$ cat config.mk
export PLATFORM = sky130hd
export DESIGN_NAME = product_accumulator_serializer
export DESIGN_NICKNAME = d
export VERILOG_FILES = /design/src/rtl/product_accumulator_serializer.sv
export SDC_FILE = /design/constraint.sdc
export NUM_CORES = 1
export LEC_CHECK = 0
export BUFFER_PORTS_ARGS = -buffer_cell sky130_fd_sc_hd__buf_2
export CAP_MARGIN = 25
export CORE_MARGIN = 5
export CORE_UTILIZATION = 35
export DETAILED_ROUTE_END_ITERATION = 16
export HOLD_SLACK_MARGIN = 0.08
export SLEW_MARGIN = 10
export SYNTH_ARGS = -nofsm -noshare
export SYNTH_HDL_FRONTEND = slang
export SYNTH_SLANG_ARGS = --single-unit
export TNS_END_PERCENT = 20
$ cat constraint.sdc
create_clock -name clk -period 2.7 [get_ports clk]
set_clock_uncertainty 0.05 [all_clocks]
set_input_delay 0.135 -clock clk [delete_from_list [all_inputs] [get_ports clk]]
set_output_delay 0.135 -clock clk [all_outputs]
set_load 0.02 [all_outputs]
$ cat src/rtl/product_accumulator_serializer.sv
// Accumulates COUNT products from the multiplier, then streams the sum out
// one byte per handshake, least-significant byte first.
module product_accumulator_serializer #(
  parameter int unsigned DATA_W = 8,
  parameter int unsigned ACC_W  = 16,
  parameter int unsigned COUNT  = 4,
  parameter int unsigned CNT_W  = 8
) (
  input  logic              clk,
  input  logic              rst,
  input  logic              clr,
  input  logic [DATA_W-1:0] prod_in,
  input  logic              in_valid,
  output logic              in_ready,
  output logic [7:0]        out_data,
  output logic              out_valid,
  input  logic              out_ready,
  output logic              out_last,
  output logic              ovf,
  output logic              busy
);

  localparam int unsigned NBYTES = ACC_W / 8;
  localparam int unsigned IDX_W  = (NBYTES > 1) ? $clog2(NBYTES) : 1;
  localparam logic        SINGLE_BYTE = (NBYTES == 1);

  typedef enum logic {
    ST_ACC  = 1'b0,
    ST_EMIT = 1'b1
  } state_e;

  state_e             state_q, state_d;
  logic [ACC_W-1:0]   acc_q, acc_d;
  logic [CNT_W-1:0]   cnt_q, cnt_d;
  logic [IDX_W-1:0]   idx_q, idx_d;
  logic [ACC_W-1:0]   shreg_q, shreg_d;
  logic               ovf_q, ovf_d;
  logic               busy_q, busy_d;
  logic               in_ready_q, in_ready_d;
  logic               out_valid_q, out_valid_d;
  logic               out_last_q, out_last_d;
  logic [7:0]         out_data_q, out_data_d;

  // Sum with carry bit, and the result shifted down to expose the next byte
  logic [ACC_W:0]     sum_c;
  logic [ACC_W-1:0]   shreg_nxt_c;
  logic               last_cnt_c;
  logic               last_idx_c;

  assign sum_c       = {1'b0, acc_q} + (ACC_W+1)'(prod_in);
  assign shreg_nxt_c = shreg_q >> 8;
  assign last_cnt_c  = (cnt_q == CNT_W'(COUNT - 1));
  assign last_idx_c  = (idx_q == IDX_W'(NBYTES - 1));

  always_ff @(posedge clk) begin
    if (rst) begin
      state_q     <= ST_ACC;
      acc_q       <= '0;
      cnt_q       <= '0;
      idx_q       <= '0;
      shreg_q     <= '0;
      ovf_q       <= 1'b0;
      busy_q      <= 1'b0;
      in_ready_q  <= 1'b1;
      out_valid_q <= 1'b0;
      out_last_q  <= 1'b0;
      out_data_q  <= '0;
    end else begin
      state_q     <= state_d;
      acc_q       <= acc_d;
      cnt_q       <= cnt_d;
      idx_q       <= idx_d;
      shreg_q     <= shreg_d;
      ovf_q       <= ovf_d;
      busy_q      <= busy_d;
      in_ready_q  <= in_ready_d;
      out_valid_q <= out_valid_d;
      out_last_q  <= out_last_d;
      out_data_q  <= out_data_d;
    end
  end

  always_comb begin
    state_d     = state_q;
    acc_d       = acc_q;
    cnt_d       = cnt_q;
    idx_d       = idx_q;
    shreg_d     = shreg_q;
    ovf_d       = ovf_q;
    busy_d      = busy_q;
    in_ready_d  = in_ready_q;
    out_valid_d = out_valid_q;
    out_last_d  = out_last_q;
    out_data_d  = out_data_q;

    if (clr) begin
      // Abort: same end state as reset, any pending product is dropped
      state_d     = ST_ACC;
      acc_d       = '0;
      cnt_d       = '0;
      idx_d       = '0;
      shreg_d     = '0;
      ovf_d       = 1'b0;
      busy_d      = 1'b0;
      in_ready_d  = 1'b1;
      out_valid_d = 1'b0;
      out_last_d  = 1'b0;
      out_data_d  = '0;
    end else begin
      case (state_q)
        ST_ACC: begin
          if (in_valid) begin
            acc_d  = sum_c[ACC_W-1:0];
            ovf_d  = ovf_q | sum_c[ACC_W];
            cnt_d  = cnt_q + 1'b1;
            busy_d = 1'b1;
            if (last_cnt_c) begin
              state_d     = ST_EMIT;
              shreg_d     = sum_c[ACC_W-1:0];
              idx_d       = '0;
              in_ready_d  = 1'b0;
              out_valid_d = 1'b1;
              out_last_d  = SINGLE_BYTE;
              out_data_d  = sum_c[7:0];
            end
          end
        end
        ST_EMIT: begin
          if (out_ready) begin
            if (last_idx_c) begin
              state_d     = ST_ACC;
              acc_d       = '0;
              cnt_d       = '0;
              idx_d       = '0;
              ovf_d       = 1'b0;
              busy_d      = 1'b0;
              in_ready_d  = 1'b1;
              out_valid_d = 1'b0;
              out_last_d  = 1'b0;
              out_data_d  = '0;
            end else begin
              idx_d      = idx_q + 1'b1;
              shreg_d    = shreg_nxt_c;
              out_data_d = shreg_nxt_c[7:0];
              out_last_d = (idx_q + 1'b1 == IDX_W'(NBYTES - 1));
            end
          end
        end
        default: state_d = ST_ACC;
      endcase
    end
  end

  assign in_ready  = in_ready_q;
  assign out_valid = out_valid_q;
  assign out_last  = out_last_q;
  assign out_data  = out_data_q;
  assign ovf       = ovf_q;
  assign busy      = busy_q;

endmodule

## Yosys cells after proc, flatten, opt, wreduce, memory -nomap -nowiden

Index checks and enable logic that the tools add are counted.

| cells by class | value |
|---|---|
| add/sub/neg operators | 3 |
| equal/unequal tests | 6 |
| muxes and demuxes | 40 |
| bitwise gates (word level) | 2 |
| reductions and logical operators | 5 |

Operators with widths:

| kind | count |
|---|---|
| 2-to-1 mux 16 bit | 7 |
| case mux 16 bit (2 select lines) | 2 |
| 2-to-1 mux 8 bit | 7 |
| case mux 8 bit (2 select lines) | 2 |
| adder 16 x 8 -> 17 bit | 1 |
| 2-to-1 mux 1 bit | 16 |
| case mux 1 bit (2 select lines) | 6 |
| adder 8 x 1 -> 8 bit (second input constant) | 1 |
| equality test 8 x 2 -> 1 bit (second input constant) | 1 |
| != test 2 bit (second input constant) | 4 |
| AND reduction 4 bit | 2 |
| AND reduction 3 bit | 2 |
| != test 2 x 1 -> 1 bit (second input constant) | 1 |
| OR reduction 2 bit | 1 |
| adder 1 bit (second input constant) | 1 |
| inverter 1 bit | 1 |
| OR 1 bit | 1 |

| word-level totals | value |
|---|---|
| flip-flop bits (word level) | 54 |
| input port bits | 13 |
| logic and storage cells | 66 |

## Depth between registers and ports, before layout

| logic depth | value |
|---|---|
| depth after elaboration | 4 |
| depth in mapped cells | 9 |
| depth with buffers taken out | 9 |

## Worst setup path before layout

Ideal clock, no wire load.

| path | value |
|---|---|
| path type | reg2reg |
| start point | register acc_q[0] |
| end point | register acc_q[14] |
| arrival | 2.096 ns |
| required time | 2.576 ns |
| setup slack | 0.480 ns |
| stages on the path, launching flop included | 10 |
| clock period less this slack | 2.220 ns |
| cell sequence | dfxtp_1 ha_1 inv_1 fa_1 nor2b_1 o2111ai_1 a21oi_1 o21ai_0 or3_1 a31oi_1 |

| between the ends | value |
|---|---|
| cells in the longest elaborated chain, start to end | 3 |

RTL lines:

| item | RTL line | RTL |
|---|---|---|
| from (decl) | 33 | `logic [ACC_W-1:0] acc_q, acc_d;` |
| from (signal assigned) | 58 | `acc_q <= '0;` |
| from (signal assigned) | 70 | `acc_q <= acc_d;` |
| adder 16 x 8 -> 17 bit | 50 | `assign sum_c = {1'b0, acc_q} + (ACC_W+1)'(prod_in);` |
| 2-to-1 mux 16 bit | 112 | `if (in_valid) begin` |
| case mux 16 bit (2 select lines) | 110 | `case (state_q)` |

No other way between the ends. The select of a mux whose other input is x is not followed.
A chain may end at the register's enable or synchronous reset.

## Worst setup path in the final report

| path | value |
|---|---|
| start point | register acc_q[0] |
| end point | register acc_q[12] |

The elaborated chain is that of the path after synthesis.

==> flow_metrics.tcl <==
set metrics [dict create \
    critical_path_source "acc_q[0]" \
    hold_violation_count_in_the_final_report 0 \
    drive_gt1_frac 0.155 \
    rr_startpoint "acc_q[0]" \
    fp.dieW_um 92.9 \
    synthesis.area_per_instance_um2 8.04 \
    drt_first_iter_violations 188 \
    cts_tree "done" \
    critPathArrivalTime_ps 2650 \
    buffers_on_ports 25 \
    timing.max_cap.violations 0 \
    postSynth.topFlopCell "dfxtp_1" \
    power_density_nw_per_um2 461 \
    drcViolationCount 0 \
    cts_inserted_buffers 5 \
    cell_total_after_placement 395 \
    hpwl_um 4250 \
    diodes 0 \
    avgViaCountPerCell 5.36 \
    synth.lib_cells_used.distinct 48 \
    synthesized_net_count 322 \
    drt-total-wl_um 5770 \
    synth.largest_area_cell "dfxtp_1" \
    initial_core_util 0.356 \
    crit_type "register to register" \
    yosys_warnings 0 \
    worst_hold_path_type "input pin to register" \
    clk_root_buffer_cell "clkbuf_8" \
    min_from "out_ready" \
    critPathTopFamily "compound AO/OA/AOI/OAI gates" \
    ys_seq_elements 46 \
    worst-r2r-setup-slack_ps 210 \
    num_vias 2161 \
    yosys.cell_count.top_type "dfxtp_1" \
    largest_net_degree_at_the_start_of_global_routing 29 \
    htree_levels 2 \
    finalWeightedCongestion 0.788 \
    synth_edf_count 0 \
    postSynthCellCount 299 \
    rsz0062_at_grt "false" \
    coreArea_um2 6760 \
    max-vdd-ir-drop_v 0.000175 \
    crit_path_max_fanout 4 \
    clock-sinks 46 \
    clk_pin_slew_worst_paths_ps 90 \
    antenna_found_initial 0 \
    finish.net_count 345 \
    fillers 706 \
    max_freq_mhz 402 \
    period_share 0.921 \
    required_ps 2860 \
    global_route.usage.total 0.136 \
    finalSetupViolations 0 \
    synth_top_cells_by_area "dfxtp_1, nand2_1, a21oi_1, o21ai_0, ha_1" \
    leakage_nw 1.02 \
    buffering_stage_count_on_the_worst_path_with_inverters_included 1 \
    post-layout-total-power_mw 1.24 \
    yosysTopAreaCellShare 0.383 \
    final.setup.tns_ps 0 \
    startpoint_type "register" \
    detail_route.wl_per_cell_um 14.3 \
    post-route-min-period_ps 2490 \
    clk_latency_ps 290 \
    count_of_buffers_added_by_post_cts_timing_repair_for_setup 0 \
    area_delta_synth_final_pct 11.7 \
    floorplan.die.height_um 92.9 \
    cp_cell_sequence "ha_1 > inv_1 > fa_1 > nor2b_1 > o2111ai_1 > a21oi_2 > o21ai_0 > or3_1 > a31oi_1" \
    post_synthesis_instance_area_um2 2400 \
    firstDrtPassIters 6 \
    clock_tree.buffer_depth 2 \
    delay_contributed_by_the_slowest_stage_of_the_critical_path_ps 410 \
    grt_residual_overflow 0 \
    postRouteAntennaNets 0 \
    slew_headroom 0.415 \
    io_pins 26 \
    synth.cells.most_frequent "dfxtp_1, nand2_1, nor2_1" \
    asyncSetResetFlopFracSynth 0 \
    timing_max_transition_violations_final 0 \
    slowest_cell_on_the_critical_path "fa_1" \
    stdcell_count 403 \
    critical_path.endpoint_type "register" \
    ys_seq_area_frac 0.383 \
    result_of_the_run "completed" \
    first_global_vias 1997 \
    floorplan.rows 30 \
    worst_pin_slew_ps 873 \
    first_pass_grt_wire_length_um 9570 \
    fp.dieArea_um2 8620 \
]
==> state kept, by name (all words and copies together), names as in the netlist <==
signal / count
in_ready: 1
out_last: 1
state_q: 1
ovf: 1
cnt_q: 8
shreg_q: 8
out_data: 8
acc_q: 16
busy: 1
out_valid: 1
==> logic make-up after synthesis <==
family          count (synthesis)  share of synthesized area
simple gates                  121                      0.242
compound gates                 89                      0.227
flops                          46                      0.383
buf+inv                        19                     0.0396
xor+xnor                       12                     0.0437
fa+ha+maj                      10                     0.0552
mux                             2                    0.00885
==> cell usage in the layout, fill, tap and decap left out, types with 7 or more instances in the layout <==
master    n
dfxtp_1  46
nand2_1  44
nor2_1   30
buf_2    25
o21ai_0  23
a21oi_1  22
a31oi_1  12
nand3_1  11
ha_1      9
xor2_1    7
==> worst register-to-register path, stage by stage (launching register included) <==
cell and delay (ps):
dfxtp_1 340, ha_1 160, inv_1 50, fa_1 410
nor2b_1 220, o2111ai_1 230, a21oi_2 270, o21ai_0 170
or3_1 330, a31oi_1 160
==> path summary, 6_finish.rpt <==
kind,cells after the start,to
worst max-delay path,9,acc_q[12]
worst min-delay path,4,state_q
worst max register to register,9,acc_q[12]
worst min register to register,2,shreg_q[10]
==> routing by layer <==
metal | vias up | global-route usage | share of wire
li1 | 1111 | - | -
met4 | 0 | 0.0330 | 0.0069
met5 | - | 0 | 0
met1 | 1004 | 0.178 | 0.49
met3 | 2 | 0.0219 | 0.028
met2 | 44 | 0.234 | 0.47
==> timing repair <==
item | 4_1_cts | 5_1_grt
gates resized for setup | 0 | 1
hold buffers | 0 | 0
endpoints found under the setup margin | 0 | 2
==> where the power goes <==
group,switching [mW],internal (mW)
logic,0.0846,0.0479
clock network,0.230,0.183
registers,0.00514,0.685
total,0.320,0.916
==> stage by stage <==
stage | worst slack [ps] | cell area [um^2] | util | hold WS, ps
2_1_floorplan | 480 | 2400 | - | 271
3_3_place_gp | 255 | 2590 | 0.384 | 387
3_5_place_dp | 180 | 2590 | 0.384 | 395
4_1_cts | 140 | 2680 | 0.397 | 124
5_1_grt | 33.9 | 2680 | 0.397 | 175
6_report | 214 | 2680 | 0.397 | 134
==> layout make-up <==
type,count,area [um^2],area share
inverter,4,15.0,0.00559
multi-input combinational,234,1390,0.518
sequential,46,921,0.343
clock inverter,2,13.8,0.00513
clock buffer,6,72.6,0.0270
timing repair buffer,31,170,0.0634
tap,80,100,0.0373
No activity file was read; power rests on OpenSTA's default activity.
